`config.mk`:
```
export PLATFORM = sky130hd
export DESIGN_NAME = retire_commit_unit
export DESIGN_NICKNAME = d
export VERILOG_FILES = /design/src/rtl/retire_commit_unit.sv
export SDC_FILE = /design/constraint.sdc
export NUM_CORES = 1
export LEC_CHECK = 0
export CORE_ASPECT_RATIO = 0.5
export CORE_UTILIZATION = 35
export CTS_CLUSTER_DIAMETER = 100
export DETAILED_ROUTE_END_ITERATION = 6
export PLACE_DENSITY = 0.55
export SYNTH_ARGS = -nofsm -noshare
export SYNTH_HDL_FRONTEND = slang
export SYNTH_SLANG_ARGS = --single-unit
```
`constraint.sdc`:
```
create_clock -name clk -period 5.7 [get_ports clk]
set_input_delay 1.14 -clock clk [delete_from_list [all_inputs] [get_ports clk]]
set_output_delay 1.14 -clock clk [all_outputs]
set_load 0.02 [all_outputs]
```
`src/rtl/retire_commit_unit.sv`:
```
// Retire/commit stage sitting behind the reorder buffer.
// Retires up to two in-order ROB head entries per cycle, releases stale
// physical registers, emits a commit trace and funnels committed stores
// through a small circular store buffer that drains over a req/ack port.
module retire_commit_unit #(
  parameter int PREG_W   = 6,
  parameter int DATA_W   = 32,
  parameter int SB_DEPTH = 4
) (
  input  logic                          clk,
  input  logic                          reset,
  input  logic                          in_valid1,
  input  logic                          in_valid2,
  input  logic [DATA_W-1:0]             in_pc1,
  input  logic [DATA_W-1:0]             in_pc2,
  input  logic [PREG_W-1:0]             in_rd_old1,
  input  logic [PREG_W-1:0]             in_rd_old2,
  input  logic                          in_regwrite1,
  input  logic                          in_regwrite2,
  input  logic                          in_memwrite1,
  input  logic                          in_memwrite2,
  input  logic [DATA_W-1:0]             in_addr1,
  input  logic [DATA_W-1:0]             in_addr2,
  input  logic [DATA_W-1:0]             in_stdata1,
  input  logic [DATA_W-1:0]             in_stdata2,
  output logic                          accept1,
  output logic                          accept2,
  output logic                          free_valid1,
  output logic                          free_valid2,
  output logic [PREG_W-1:0]             free_reg1,
  output logic [PREG_W-1:0]             free_reg2,
  output logic                          commit_valid1,
  output logic                          commit_valid2,
  output logic [DATA_W-1:0]             commit_pc1,
  output logic [DATA_W-1:0]             commit_pc2,
  output logic                          mem_req,
  output logic [DATA_W-1:0]             mem_addr,
  output logic [DATA_W-1:0]             mem_wdata,
  input  logic                          mem_ack,
  output logic [$clog2(SB_DEPTH):0]     sb_count,
  output logic [31:0]                   retired_count
);

  localparam int PW = $clog2(SB_DEPTH);
  localparam int CW = PW + 1;

  typedef enum logic {
    S_IDLE,
    S_REQ
  } drainState_e;

  drainState_e       drainState_q, drainState_d;

  logic [CW-1:0]     sbCount_q, sbCount_d;
  logic [PW-1:0]     rdPtr_q;
  logic [PW-1:0]     wrPtr_q;
  logic [DATA_W-1:0] sbAddr_q [SB_DEPTH];
  logic [DATA_W-1:0] sbData_q [SB_DEPTH];

  logic [CW-1:0]     space;
  logic [CW-1:0]     storeSum;
  logic              push1;
  logic              push2;
  logic              sbPop;

  logic              freeValid1_q, freeValid2_q;
  logic [PREG_W-1:0] freeReg1_q, freeReg2_q;
  logic              commitValid1_q, commitValid2_q;
  logic [DATA_W-1:0] commitPc1_q, commitPc2_q;
  logic [31:0]       retiredCount_q;
  logic [DATA_W-1:0] memAddr_q, memAddr_d;
  logic [DATA_W-1:0] memWdata_q, memWdata_d;

  // Acceptance looks only at the registered occupancy; a pop happening this
  // cycle does not free room early. Nothing retires while reset is held.
  always_comb begin
    space    = CW'(SB_DEPTH) - sbCount_q;
    storeSum = CW'(in_memwrite1) + CW'(in_memwrite2);
    accept1  = reset & in_valid1 & (~in_memwrite1 | (space >= CW'(1)));
    accept2  = accept1 & in_valid2 & (storeSum <= space);
    push1    = accept1 & in_memwrite1;
    push2    = accept2 & in_memwrite2;
  end

  // Commit trace, free-list release and retirement counter, one cycle after accept.
  always_ff @(posedge clk or negedge reset) begin
    if (!reset) begin
      freeValid1_q   <= 1'b0;
      freeValid2_q   <= 1'b0;
      freeReg1_q     <= '0;
      freeReg2_q     <= '0;
      commitValid1_q <= 1'b0;
      commitValid2_q <= 1'b0;
      commitPc1_q    <= '0;
      commitPc2_q    <= '0;
      retiredCount_q <= '0;
    end else begin
      commitValid1_q <= accept1;
      commitValid2_q <= accept2;
      commitPc1_q    <= accept1 ? in_pc1 : '0;
      commitPc2_q    <= accept2 ? in_pc2 : '0;
      freeValid1_q   <= accept1 & in_regwrite1 & (in_rd_old1 != '0);
      freeValid2_q   <= accept2 & in_regwrite2 & (in_rd_old2 != '0);
      freeReg1_q     <= (accept1 & in_regwrite1) ? in_rd_old1 : '0;
      freeReg2_q     <= (accept2 & in_regwrite2) ? in_rd_old2 : '0;
      retiredCount_q <= retiredCount_q + 32'(accept1) + 32'(accept2);
    end
  end

  // Occupancy bookkeeping: up to two pushes and one pop per cycle.
  always_comb begin
    sbCount_d = sbCount_q + CW'(push1) + CW'(push2) - CW'(sbPop);
  end

  // Circular store buffer; slot1 lands before slot2 when both push.
  always_ff @(posedge clk or negedge reset) begin
    if (!reset) begin
      sbCount_q <= '0;
      rdPtr_q   <= '0;
      wrPtr_q   <= '0;
      for (int i = 0; i < SB_DEPTH; i++) begin
        sbAddr_q[i] <= '0;
        sbData_q[i] <= '0;
      end
    end else begin
      sbCount_q <= sbCount_d;
      if (push1) begin
        sbAddr_q[wrPtr_q] <= in_addr1;
        sbData_q[wrPtr_q] <= in_stdata1;
      end
      if (push2) begin
        sbAddr_q[wrPtr_q + PW'(push1)] <= in_addr2;
        sbData_q[wrPtr_q + PW'(push1)] <= in_stdata2;
      end
      wrPtr_q <= wrPtr_q + PW'(push1) + PW'(push2);
      if (sbPop) begin
        rdPtr_q <= rdPtr_q + PW'(1);
      end
    end
  end

  // Drain FSM next-state: IDLE latches the head into the request registers,
  // REQ holds them until the memory acknowledges, then pops and clears.
  always_comb begin
    drainState_d = drainState_q;
    sbPop        = 1'b0;
    memAddr_d    = memAddr_q;
    memWdata_d   = memWdata_q;
    case (drainState_q)
      S_IDLE: begin
        if (sbCount_q != '0) begin
          drainState_d = S_REQ;
          memAddr_d    = sbAddr_q[rdPtr_q];
          memWdata_d   = sbData_q[rdPtr_q];
        end
      end
      S_REQ: begin
        if (mem_ack) begin
          sbPop        = 1'b1;
          drainState_d = S_IDLE;
          memAddr_d    = '0;
          memWdata_d   = '0;
        end
      end
      default: begin
        drainState_d = S_IDLE;
        memAddr_d    = '0;
        memWdata_d   = '0;
      end
    endcase
  end

  // Drain FSM state and request payload registers.
  always_ff @(posedge clk or negedge reset) begin
    if (!reset) begin
      drainState_q <= S_IDLE;
      memAddr_q    <= '0;
      memWdata_q   <= '0;
    end else begin
      drainState_q <= drainState_d;
      memAddr_q    <= memAddr_d;
      memWdata_q   <= memWdata_d;
    end
  end

  assign free_valid1   = freeValid1_q;
  assign free_valid2   = freeValid2_q;
  assign free_reg1     = freeReg1_q;
  assign free_reg2     = freeReg2_q;
  assign commit_valid1 = commitValid1_q;
  assign commit_valid2 = commitValid2_q;
  assign commit_pc1    = commitPc1_q;
  assign commit_pc2    = commitPc2_q;
  assign mem_req       = (drainState_q == S_REQ);
  assign mem_addr      = memAddr_q;
  assign mem_wdata     = memWdata_q;
  assign sb_count      = sbCount_q;
  assign retired_count = retiredCount_q;

endmodule
```
==> metrics.md <==
| Metric | Value |
|---|---|
| Ports | `395` |
| H-Tree Depth | `2` |
| Area occupied by multi-input gates | `approximately 9600 µm²` |
| # setup viols final | `0` |
| Fin Setup TNS | `0 ns` |
| Via count | `approximately 13000` |
| Critical path buffer and inverter count | `3` |
| IO Port Bufs | `a little under 400` |
| CP max stage delay | `between 0.6 and 0.7 ns` |
| Max-Cap Viols | `0` |
| Relative slew margins | `0.311` |
| Final Cycle Share | `0.875` |
| #FFs+latches synth | `440` |
| Cell Chain, Critical Path | `clkdlybuf4s50_1 -> ha_1 -> ha_1 -> nor2b_1 -> o211ai_2 -> nand2_2 -> nor2_2 -> buf_4 -> clkdlybuf4s50_1` |
| Syn. warnings | `0` |
| Largest family of logic cells by synthesized area | `multiplexers` |
| Num rows | `63` |
| Die X | `approximately 350 µm` |
| Synth Area in XOR/XNOR | `0.0153` |
| Die Height | `around 180 µm` |
| Die area | `roughly 62000 µm²` |
| Adder-cell share of the synthesized area | `0.00872` |
| Clk slew on worst S/H paths | `approximately 0.060 ns` |
| Layout cell share with drive strength beyond 1 | `0.348` |
| Synth Area in Compound Gates | `0.0282` |
| Crit path max-delay family | `buffers and inverters` |
| Critical Path RT | `4.56 ns` |
| Fmax | `between 0.2 and 0.25 GHz` |
| FF-to-FF setup slack | `between 1.5 and 2 ns` |
| Post-CTS sizing | `0` |
| Clock buffer count from CTS | `between 40 and 50` |
| Post-DP HPWL | `around 37 mm` |
| Lkg Pwr | `~12 nW` |
| Worst-margin pin slew | `around 1.0 ns` |
| Multiplexer area fraction after synthesis | `0.352` |
| # hold bufs at CTS | `0` |
| DRC viols | `0` |
| Post-CTS setup repair buffer count | `0` |
| Worst-case clock buffer depth | `3` |
| Layout Nets | `1997` |
| Reg2reg path depth | `17` |
| Min Hold Slack | `around 0.45 ns` |
| Root Driver | `clkbuf_16` |
| WL per Instance | `~23 µm` |
| Top cell type's share of synthesized area | `0.519` |
| Clock Skews | `0.0274 ns` |
| Clock Sinks | `440` |
| Filler cell count | `5454` |
| Initial antenna violation count | `8` |
| Post-synthesis cell type count | `42` |
| Storage cell area | `between 10000 and 15000 µm²` |
| RSZ-0062 raised after global routing | `false` |
| Antenna-violating nets left | `0` |
| Syn avg cell area | `~15 µm²` |
| Initial drt markers | `~560` |
| Hold Path Class | `in -> async` |
| Setup CP Type | `in -> out` |
| Max Slew Vio Count | `0` |
| Tot GR Track Use | `0.196` |
| Status | `finished, final reports clean` |
| CP Max Fanout | `42` |
| Synthesized instance count | `between 1000 and 1500` |
| Max VDD drop | `around 0.29 mV` |
| Core Footprint | `between 50000 and 60000 µm²` |
| Post-Syn Area | `21200 µm²` |
| WL final | `59.9 mm` |
| Largest net degree at the start of global routing | `159` |
| Vias per cell | `between 4 and 5` |
| Final hold vios | `0` |
| Register area share after synthesis | `0.519` |
| Vias in the first global route | `around 14000` |
| Synth area leaders | `dfrtp_1 52%, mux2_2 20%, mux4_2 6.8%, mux2_4 4.9%, mux2_1 3.6%` |
| Worst-Skew Late Latency | `just under 0.6 ns` |
| Total gr overflow | `0` |
| Initial Util | `0.356` |
| Final Power | `between 10 and 15 mW` |
| Area leader, netlist | `dfrtp_1` |
| Post-Synth Simple-Gate Area | `0.0463` |
| DRT Pass-1 Iters | `4` |
| Area Growth Syn to Fin | `29.5%` |
| Critical path arrival | `slightly below 4 ns` |
| Syn_nets | `~1600` |
| Routability congestion estimate | `between 0.7 and 0.8` |
| Worst Setup Start Kind | `input port` |
| Crit end category | `output port` |
| First-pass GRT wire length | `91.4 mm` |
| TritonCTS clock tree | `done` |
| Crit. path cell count | `9` |
| PwrDens | `between 400 and 500 nW/µm²` |
| CP max stage cell | `clkdlybuf4s50_1` |
| Final period demand of the worst path | `around 5.0 ns` |
[per-layer routing]
| layer | up-vias | global-route usage | wire, µm |
|---|---|---|---|
| li1 | 5889 | - | - |
| met1 | 6760 | 0.260 | 26400 |
| met2 | 215 | 0.334 | 30200 |
| met3 | 82 | 0.0337 | 2050 |
| met4 | 2 | 0.0509 | 1230 |
| met5 | - | 0 | 12 |
[final cells by class]
class / count / share of cell area
Antenna cell: 7 / 0.000637
Clock buffer: 69 / 0.0512
Clock inverter: 12 / 0.00619
Inverter: 18 / 0.00246
Multi-Input combinational cell: 845 / 0.349
Sequential cell: 440 / 0.401
Tap cell: 812 / 0.0369
Timing Repair Buffer: 421 / 0.153
[cell usage after synthesis]
master / instances
dfrtp_1: 440
or3_1: 1
mux2_1: 68
nor2_4: 1
nand2b_1: 1
nand2_2: 1
o211ai_2: 1
nor2b_1: 3
fa_1: 3
nand3_1: 13
clkbuf_1: 29
nor4_4: 4
nor4_2: 1
nor2_1: 10
nand3b_1: 2
nand2_1: 13
inv_2: 1
buf_6: 30
o311a_1: 2
nand4_1: 7
mux2_2: 374
nor3b_1: 1
inv_1: 17
or4_1: 3
xnor2_1: 25
nand3_2: 1
a21oi_1: 1
mux4_2: 64
buf_4: 3
mux2_4: 70
nor3_1: 2
nand4_4: 1
or4b_4: 1
buf_1: 3
and3_1: 15
and2_1: 66
a22o_1: 64
and4_1: 3
nand4b_1: 1
xor2_1: 12
buf_2: 23
ha_1: 10
[through the flow]
| step | instance area, µm² | instances | util | worst slack [ns] |
|---|---|---|---|---|
| 5_1_grt | 27500 | 2624 | 0.462 | 0.604 |
| 3_3_place_gp | 25900 | 2536 | 0.435 | 0.520 |
| 3_5_place_dp | 25900 | 2536 | 0.435 | 0.480 |
| 4_1_cts | 27500 | 2617 | 0.461 | 0.705 |
| 2_1_floorplan | 21200 | 1391 | - | 0.840 |
| 6_report | 27500 | 2624 | 0.462 | 0.715 |
[power breakdown]
part | total [mW] | internal [mW] | switching (mW)
sequential | 5.03 | 4.28 | 0.749
combinational | 4.85 | 3.05 | 1.80
clock | 3.20 | 1.88 | 1.32
total | 13.1 | 9.22 | 3.86
[final timing paths]
path / startpoint / endpoint
worst max-delay path: in_memwrite1 / accept2
worst min-delay path: reset / wrPtr_q[0]
worst max register to register: sb_count[0] / retired_count[26]
worst min register to register: retired_count[31] / retired_count[31]
max in group asynchronous: reset / commit_pc2[19]
min in group clk: retired_count[31] / retired_count[31]
[registers in the layout, summed over array words and instances (netlist names)]
| register | count |
|---|---|
| sbAddr_q | 128 |
| sbData_q | 128 |
| commit_pc1 | 32 |
| commit_pc2 | 32 |
| mem_addr | 32 |
| mem_wdata | 32 |
| retired_count | 32 |
| free_reg1 | 6 |
| free_reg2 | 6 |
| sb_count | 3 |
| rdPtr_q | 2 |
| wrPtr_q | 2 |
| commit_valid1 | 1 |
| commit_valid2 | 1 |
| free_valid1 | 1 |
| free_valid2 | 1 |
| mem_req | 1 |
[placed cells by master (no fill, tap or decap), drive strengths merged, types with 11 or more instances in the layout]
cell type,synthesis,routed
and2,66,66
buf,59,28
dfrtp,440,440
xor2,12,12
nand2,14,14
xnor2,25,25
and3,15,15
mux4,64,64
clkbuf,29,69
clkdlybuf4s50,0,393
nor2,11,11
mux2,512,512
nand3,14,14
a22o,64,64
inv,18,19
[logic make-up after synthesis]
family	Yosys count
compound gates	68
xor+xnor	37
fa+ha+maj	13
buf+inv	106
flops	440
mux	576
simple gates	151
Note: power is estimated with default switching activity, not from simulation.
